<file path="src/rtl/gray_conv_pkg.sv">
// Shared definitions for the Gray-code conversion arbiter: default sizes,
// conversion-counter width/saturation value and the output-slot state type.
package gray_conv_pkg;

    localparam int GC_N_REQ_DEF = 4;
    localparam int GC_W_DEF     = 8;

    localparam int              GC_CNT_W   = 16;
    localparam logic [15:0]     GC_CNT_MAX = 16'hFFFF;

    typedef enum logic {
        EMPTY = 1'b0,
        FULL  = 1'b1
    } slot_state_t;

endpackage

</file>
<file path="src/rtl/gray_bin_conv.sv">
// Purely combinational Gray-to-binary converter: binary bit k is the XOR of
// Gray bits W-1 down to k, so the MSB passes straight through.
module gray_bin_conv #(
    parameter int W = 8
) (
    input  logic [W-1:0] i_gray,
    output logic [W-1:0] o_bin
);

    // Each output bit is the reduction XOR of the Gray word shifted down to it
    always_comb begin
        o_bin = '0;
        for (int k = 0; k < W; k++) begin
            o_bin[k] = ^(i_gray >> k);
        end
    end

endmodule

</file>
<file path="src/rtl/gray_conv_arb.sv">
// N-requester arbiter feeding a single Gray-to-binary converter with a
// one-entry output slot (1-cycle latency, 1 result/cycle sustained).
// Define GRAY_CONV_ARB_RR_EN for round-robin arbitration; otherwise
// requester 0 has fixed highest priority and no pointer exists.
module gray_conv_arb
    import gray_conv_pkg::*;
#(
    parameter int N_REQ = GC_N_REQ_DEF,
    parameter int W     = GC_W_DEF
) (
    input  logic                      clk,
    input  logic                      rst,
    input  logic [N_REQ-1:0]          req_valid,
    input  logic [N_REQ*W-1:0]        req_data,
    output logic [N_REQ-1:0]          req_ready,
    output logic                      out_valid,
    input  logic                      out_ready,
    output logic [W-1:0]              out_data,
    output logic [W-1:0]              out_gray,
    output logic [$clog2(N_REQ)-1:0]  out_id,
    output logic [GC_CNT_W-1:0]       conv_cnt
);

    localparam int ID_W = $clog2(N_REQ);

    slot_state_t         r_state;
    slot_state_t         w_state_nxt;
    logic                w_slot_avail;
    logic                w_any;
    logic                w_accept;
    logic [ID_W-1:0]     w_gnt_idx;
    logic [W-1:0]        w_gray_sel;
    logic [W-1:0]        w_bin;
    logic [W-1:0]        r_out_data;
    logic [W-1:0]        r_out_gray;
    logic [ID_W-1:0]     r_out_id;
    logic [GC_CNT_W-1:0] r_cnt;

    assign out_valid    = (r_state == FULL);
    assign w_slot_avail = !out_valid || out_ready;
    // Reset is folded in so no grant can be offered while rst is high
    assign w_accept     = w_any && w_slot_avail && !rst;

`ifdef GRAY_CONV_ARB_RR_EN
    logic [ID_W-1:0] r_ptr;

    // Round-robin search starting at the pointer, wrapping modulo N_REQ
    always_comb begin
        logic [ID_W:0] w_sum;
        w_any     = 1'b0;
        w_gnt_idx = '0;
        w_sum     = '0;
        for (int k = 0; k < N_REQ; k++) begin
            w_sum = {1'b0, r_ptr} + (ID_W+1)'(k);
            if (w_sum >= (ID_W+1)'(N_REQ)) begin
                w_sum = w_sum - (ID_W+1)'(N_REQ);
            end
            if (!w_any && req_valid[w_sum[ID_W-1:0]]) begin
                w_any     = 1'b1;
                w_gnt_idx = w_sum[ID_W-1:0];
            end
        end
    end

    // Pointer moves to one past the granted requester on every accept
    always_ff @(posedge clk or posedge rst) begin
        if (rst) begin
            r_ptr <= '0;
        end else if (w_accept) begin
            r_ptr <= (w_gnt_idx == ID_W'(N_REQ-1)) ? '0 : w_gnt_idx + 1'b1;
        end
    end
`else
    // Fixed priority: scan from the top so the lowest valid index wins
    always_comb begin
        w_any     = 1'b0;
        w_gnt_idx = '0;
        for (int k = N_REQ-1; k >= 0; k--) begin
            if (req_valid[ID_W'(k)]) begin
                w_any     = 1'b1;
                w_gnt_idx = ID_W'(k);
            end
        end
    end
`endif

    // One-hot ready for the winner only when the slot can take a result
    always_comb begin
        req_ready = '0;
        if (w_accept) begin
            req_ready[w_gnt_idx] = 1'b1;
        end
    end

    // Select the winning requester's Gray word for the converter
    always_comb begin
        w_gray_sel = '0;
        for (int k = 0; k < N_REQ; k++) begin
            if (ID_W'(k) == w_gnt_idx) begin
                w_gray_sel = req_data[k*W +: W];
            end
        end
    end

    gray_bin_conv #(
        .W (W)
    ) u_conv (
        .i_gray (w_gray_sel),
        .o_bin  (w_bin)
    );

    // Output slot state register
    always_ff @(posedge clk or posedge rst) begin
        if (rst) begin
            r_state <= EMPTY;
        end else begin
            r_state <= w_state_nxt;
        end
    end

    // Slot fills on accept, empties on drain without a refill, else holds
    always_comb begin
        w_state_nxt = r_state;
        case (r_state)
            EMPTY: if (w_accept) w_state_nxt = FULL;
            FULL: begin
                if (w_accept)       w_state_nxt = FULL;
                else if (out_ready) w_state_nxt = EMPTY;
            end
            default: w_state_nxt = EMPTY;
        endcase
    end

    // Capture converted result, original code and source index on accept
    always_ff @(posedge clk or posedge rst) begin
        if (rst) begin
            r_out_data <= '0;
            r_out_gray <= '0;
            r_out_id   <= '0;
        end else if (w_accept) begin
            r_out_data <= w_bin;
            r_out_gray <= w_gray_sel;
            r_out_id   <= w_gnt_idx;
        end
    end

    // Accepted-conversion counter, sticks at its maximum
    always_ff @(posedge clk or posedge rst) begin
        if (rst) begin
            r_cnt <= '0;
        end else if (w_accept && (r_cnt != GC_CNT_MAX)) begin
            r_cnt <= r_cnt + 1'b1;
        end
    end

    assign out_data = r_out_data;
    assign out_gray = r_out_gray;
    assign out_id   = r_out_id;
    assign conv_cnt = r_cnt;

endmodule
</file>
<file path="config.mk">
export PLATFORM = sky130hd
export DESIGN_NAME = gray_conv_arb
export DESIGN_NICKNAME = d
export VERILOG_FILES = /design/src/rtl/gray_conv_pkg.sv /design/src/rtl/gray_bin_conv.sv /design/src/rtl/gray_conv_arb.sv
export SDC_FILE = /design/constraint.sdc
export NUM_CORES = 1
export LEC_CHECK = 0
export CORE_MARGIN = 5
export CORE_UTILIZATION = 40
export DETAILED_ROUTE_END_ITERATION = 8
export GPL_TIMING_DRIVEN = 1
export PLACE_DENSITY = 0.75
export SLEW_MARGIN = 20
export SYNTH_ARGS = -nofsm -noshare
export SYNTH_HDL_FRONTEND = slang
export SYNTH_SLANG_ARGS = --single-unit
</file>
<file path="constraint.sdc">
create_clock -name clk -period 1.9 [get_ports clk]
set_input_delay 0.38 -clock clk [delete_from_list [all_inputs] [get_ports clk]]
set_output_delay 0.38 -clock clk [all_outputs]
set_load 0.02 [all_outputs]
</file>
Word-level counts from Yosys, hierarchy flattened
Cells that the tools add are included.

word-level totals
  bits in registers = 35
  input port bits = 39
  output and inout port bits = 39
  word-level logic and storage cells = 44

cells by class
  add/subtract/negate cells = 1
  magnitude comparators = 2
  equality and inequality tests = 4
  multiplexer cells = 15
  bitwise operators = 1
  reduce and logical (&&, ||, !) cells = 16

operators by type and width
  kind                                                         count
  parity 8 bit                                                 8
  2-to-1 mux 8 bit                                             4
  adder 16 x 1 -> 16 bit (second input constant)               1
  inequality test 16 bit (second input constant)               1
  2-to-1 mux 1 bit                                             6
  equality test 2 bit (first input constant)                   2
  logical AND 1 bit                                            4
  2-to-1 mux 2 bit                                             2
  2-to-1 mux 4 bit                                             1
  less-than comparator 2 x 3 -> 1 bit (second input constant)  1
  demux 1 bit (select 2 bit)                                   1
  equality test 1 x 2 -> 1 bit (first input constant)          1
  >= comparator 2 x 1 -> 1 bit (second input constant)         1
  logical NOT 1 bit                                            2
  logical NOT 2 bit                                            1
  one-hot mux 1 bit (2 select lines)                           1
  logical OR 1 bit                                             1
  NOT 1 bit                                                    1

Longest topological paths before layout
  word-level depth = 8
  gate-level depth with buffers = 6
  depth with buffers taken out = 5

Modules after synthesis
A second synthesis with hierarchy kept.

unflattened totals
  cell total of the unflattened synthesis = 178
  area total of the unflattened synthesis = 1754.2 um^2

by module, submodules not included
  module         times used  cells an instance  area an instance (um^2)  seq. area each (um^2)
  gray_conv_arb  1           168                1629.1                   850.8
  gray_bin_conv  1           10                 125.1                    0.0

Least setup slack after synthesis
Ideal clock, no wire load.

  path type = flip-flop to output port
  from = register r_state, in the netlist out_valid
  to = output port req_ready[1]
  arrival = 1.537 ns
  required time = 1.520 ns
  setup slack = -0.017 ns
  stages on the path, launching flop included = 6
  path buffers = 2
  cell sequence = dfrtp_1 -> nor2b_4 -> or2_0 -> buf_2 -> clkbuf_1 -> nor2_1

on the way
  cells in the longest elaborated chain, start to end = 5

RTL lines
  what                            RTL line              source
  start, declared                 gray_conv_arb.sv:26   slot_state_t r_state;
  start signal, assigned          gray_conv_arb.sv:117  r_state <= w_state_nxt;
  logical NOT 1 bit               gray_conv_arb.sv:40   assign w_slot_avail = !out_valid || out_ready;
  logical OR 1 bit                gray_conv_arb.sv:40
  logical AND 1 bit (2 in a row)  gray_conv_arb.sv:42   assign w_accept = w_any && w_slot_avail && !rst;
  2-to-1 mux 4 bit                gray_conv_arb.sv:90   if (w_accept) begin
  end, declared                   gray_conv_arb.sv:15   output logic [N_REQ-1:0] req_ready,

Every way passes these cells.

Worst setup path in the final report
  from = input port req_valid[0]
  to = register r_out_data[3], in the netlist out_data[3]

on the way
  cells in the longest elaborated chain, start to end = 7
  elaborated cells on any way between the ends = 13
  those cells by class = 3 x eq/ne; 6 x mux; 4 x reduce/logical

RTL lines
  what                           RTL line              source
  start, declared                gray_conv_arb.sv:13   input logic [N_REQ-1:0] req_valid,
  2-to-1 mux 2 bit               gray_conv_arb.sv:79   if (req_valid[ID_W'(k)]) begin
  logical NOT 2 bit              gray_conv_arb.sv:99   if (ID_W'(k) == w_gnt_idx) begin
  2-to-1 mux 8 bit (4 in a row)  gray_conv_arb.sv:99
  parity 8 bit                   gray_bin_conv.sv:14   o_bin[k] = ^(i_gray >> k);
  end signal, assigned           gray_conv_arb.sv:141  r_out_data <= w_bin;
  end, declared                  gray_conv_arb.sv:34   logic [W-1:0] r_out_data;

Parallel ways exist; a longest one is shown, timed or not.
A chain may end at the register's enable or synchronous reset.

==> flow_summary.yaml <==
worst_setup_path:
  r2r_cells: 7
  endpoint_kind: "register"
  cp_max_fo: 5
  required_ns: 2.07
  critPathKind: "input port to register"
  cp-start-kind: "input port"
  cp.arrival_ns: 2.02
global_routing:
  gr-usage-met1_pct: 18.8
  grt_pass1_wl_um: 7570
  grt_overflow: 0
  globalRouteMet2Util_pct: 25.8
  grt_pass1_vias: 1602
  grtUsageTotal_pct: 15.2
  busiest_layer: "met2"
  grt_max_degree: 41
  antenna_found_initial: 0
  met3_usage_pct: 3.84
placed_design:
  dp_slack_ns: -0.381
  dp_hpwl_um: 3360
  place.gp.congestion: 0.826
  io_buffers: 55
  dp.cells: 313
  place_area_um2: 2740
cells_and_area:
  insertedDiodeCount: 0
  final_cells: 322
  final_area_um2: 2910
  final_nets: 294
  drive_above_1_share_pct: 22.4
  fin_util_pct: 61.6
  fill_cells: 375
  syn_to_final_growth_pct: 49.6
timing:
  skew_ns: 0.00280
  period_share_pct: 97.3
  slew_violations: 0
  hold_violations: 0
  fin_crit_ns: 1.85
  setup_ws_ns: 0.0510
  clock.fmax_mhz: 541
  finalSetupViolations: 0
synthesis:
  ys_seq_area_share_pct: 42.5
  yosysUniqueCellTypes: 42
  syn_avg_cell_area_um2: 11.2
  synth_simple_gate_area_share_pct: 16.1
  synthCells: 173
  yosysTopAreaCell: "dfrtp_1"
  synth_compound_area_share_pct: 9.47
  synth_top_area_share_pct: 42.5
  synth_mux_area_share_pct: 8.11
  ys_warn_count: 0
  netlist_area_um2: 1940
  synth.area.top_cells: "dfrtp_1 42%, xnor3_1 7.0%, xor2_1 6.8%"
  synth-adder-area-share_pct: 0.644
  synth_xor_area_share_pct: 18.5
  synth_top_family_by_area: "XOR/XNOR gates"
  synth-seq-cells: 33
floorplanning:
  fp.dieArea_um2: 6350
  num_rows: 25
  core_um2: 4720
  die_w_um: 79.7
  die_y_um: 79.7
  io_pins: 78
  start_util_pct: 41.1
cts:
  clock_sinks: 33
  cts_buffer_depth: 2
  h-tree-depth: 2
  cts_tree: "built"
  cts-root-buf: "clkbuf_8"
  cts_buffers: 5
  path_clk_slew_ns: 0.07
  clock_latency_ns: 0.29
power:
  clock_power_share_pct: 25.0
  p_comb_share_pct: 40.8
  seqPwrFrac_pct: 34.2
  switching_share_pct: 34.5
  peakVddDrop_uv: 571
  p_leak_nw: 1.31
  intPower_mw: 2.07
  p_switching_mw: 1.09
  power_density_nw_per_um2: 1090
routing:
  firstDrtPassIters: 4
  drc: 0
  ant_nets: 0
  drt_iter0_markers: 98
  via_per_inst: 4.90
  postRouteWirelength_um: 4500
  via_count: 1578
  routedWlPerCell_um: 14.0
job:
  maxCapViolCount: 0
outcome:
  outcome: "finished clean"
worst_hold_path:
  hold_depth: 2
  hp-class: "register to register"
## cell usage in the layout (no fill, tap or decap), types with 2 or more instances in the layout
cell type / Yosys / final
nand2_1: 18 / 18
buf_2: 3 / 2
a2111oi_2: 1 / 5
xor2_1: 15 / 15
nor4_1: 2 / 2
xnor2_1: 8 / 7
nand2b_1: 2 / 2
a211oi_1: 6 / 6
clkdlybuf4s50_1: 0 / 50
nand4_2: 2 / 2
bufinv_16: 0 / 2
xnor3_1: 6 / 6
inv_1: 4 / 4
clkbuf_8: 0 / 5
mux2_2: 3 / 3
conb_1: 1 / 3
nor2_1: 6 / 5
dfrtp_1: 33 / 33
dlymetal6s2s_1: 0 / 2
nand3_1: 7 / 7
mux2i_1: 9 / 9
buf_4: 4 / 28
o21ai_0: 12 / 12
nand4_1: 4 / 4
## power groups by stage
| stage | registers, mW | clock network (mW) | logic (mW) |
|---|---|---|---|
| finish | 1.08 | 0.791 | 1.29 |
| global route | 1.11 | 0.829 | 1.39 |
| CTS | 1.08 | 0.807 | 1.29 |
| global placement | 1.09 | 0 | 1.26 |
| floorplan | 1.30 | 0 | 0.442 |
| detailed placement | 1.09 | 0 | 1.28 |
## flip-flops by register name, indices dropped and copies added (netlist names)
signal	count
conv_cnt	16
out_data	8
out_gray	7
out_id	1
out_valid	1
## through the flow
stage	hold slack (ns)	TNS [ns]	power, mW
4_1_cts	0.492	0	3.17
2_1_floorplan	0.460	0	1.74
6_report	0.486	0	3.16
3_3_place_gp	0.464	-3.56	2.35
3_5_place_dp	0.476	-4.10	2.37
5_1_grt	0.521	-0.0337	3.33
## Yosys cell counts, drive strengths merged
cell / instances
conb: 1
or3: 1
and2: 1
or2: 1
a211oi: 6
nand2: 18
xor3: 1
xnor2: 8
and4: 2
xnor3: 6
and3: 1
nand3: 7
o211ai: 1
nand4b: 1
mux2i: 10
mux2: 4
nor4b: 1
nor4: 3
nand4: 6
nor2: 6
xor2: 15
buf: 9
nor2b: 1
o2111ai: 1
nand2b: 2
ha: 1
inv: 4
dfrtp: 33
clkbuf: 3
a2111oi: 5
a21oi: 2
o21ai: 12
## critical path: stages
cell	delay, ns
clkdlybuf4s50_1	0.52
buf_4	0.17
mux2i_1	0.24
xnor3_1	0.45
mux2_2	0.27
## area by class of cell
class	count	area (um2)	area share, %
multi-input combinational	126	1070	37.0
sequential	33	826	28.4
timing repair buffer	84	774	26.6
tap	67	83.8	2.88
clock buffer	5	68.8	2.37
clock inverter	3	65.1	2.24
inverter	4	15.0	0.516
## kinds of logic (layout without fill, tap and decap cells)
family,Yosys count,in the layout
buffers and inverters,16,96
flip-flops,33,33
XOR/XNOR,30,30
AND/OR/NAND/NOR,51,51
adder cells (fa/ha/maj),1,1
other,1,3
multiplexers,14,14
AO/OA/AOI/OAI,27,27
## routing by layer
metal,wire (um),vias to the layer above
li1,-,772
met1,1950,760
met2,2240,37
met3,215,9
met4,88,0
met5,0,-
## repair_timing
item,CTS,global route
gates resized for setup,8,11
setup endpoints to repair,3,11
setup buffers,0,1
pin swaps,1,5
hold buffers,0,0
## worst paths after layout
check,slack [ns],endpoint,start
min in group asynchronous,0.66,conv_cnt[8],rst
hold reg to reg,0.49,out_gray[6],out_gray[6]
max in group asynchronous,1.07,out_valid,rst
setup / recovery,0.05,out_data[3],req_valid[0]
hold / removal,0.49,out_gray[6],out_gray[6]
setup reg to reg,0.07,conv_cnt[13],conv_cnt[0]
No activity file was read; power rests on OpenSTA's default activity.
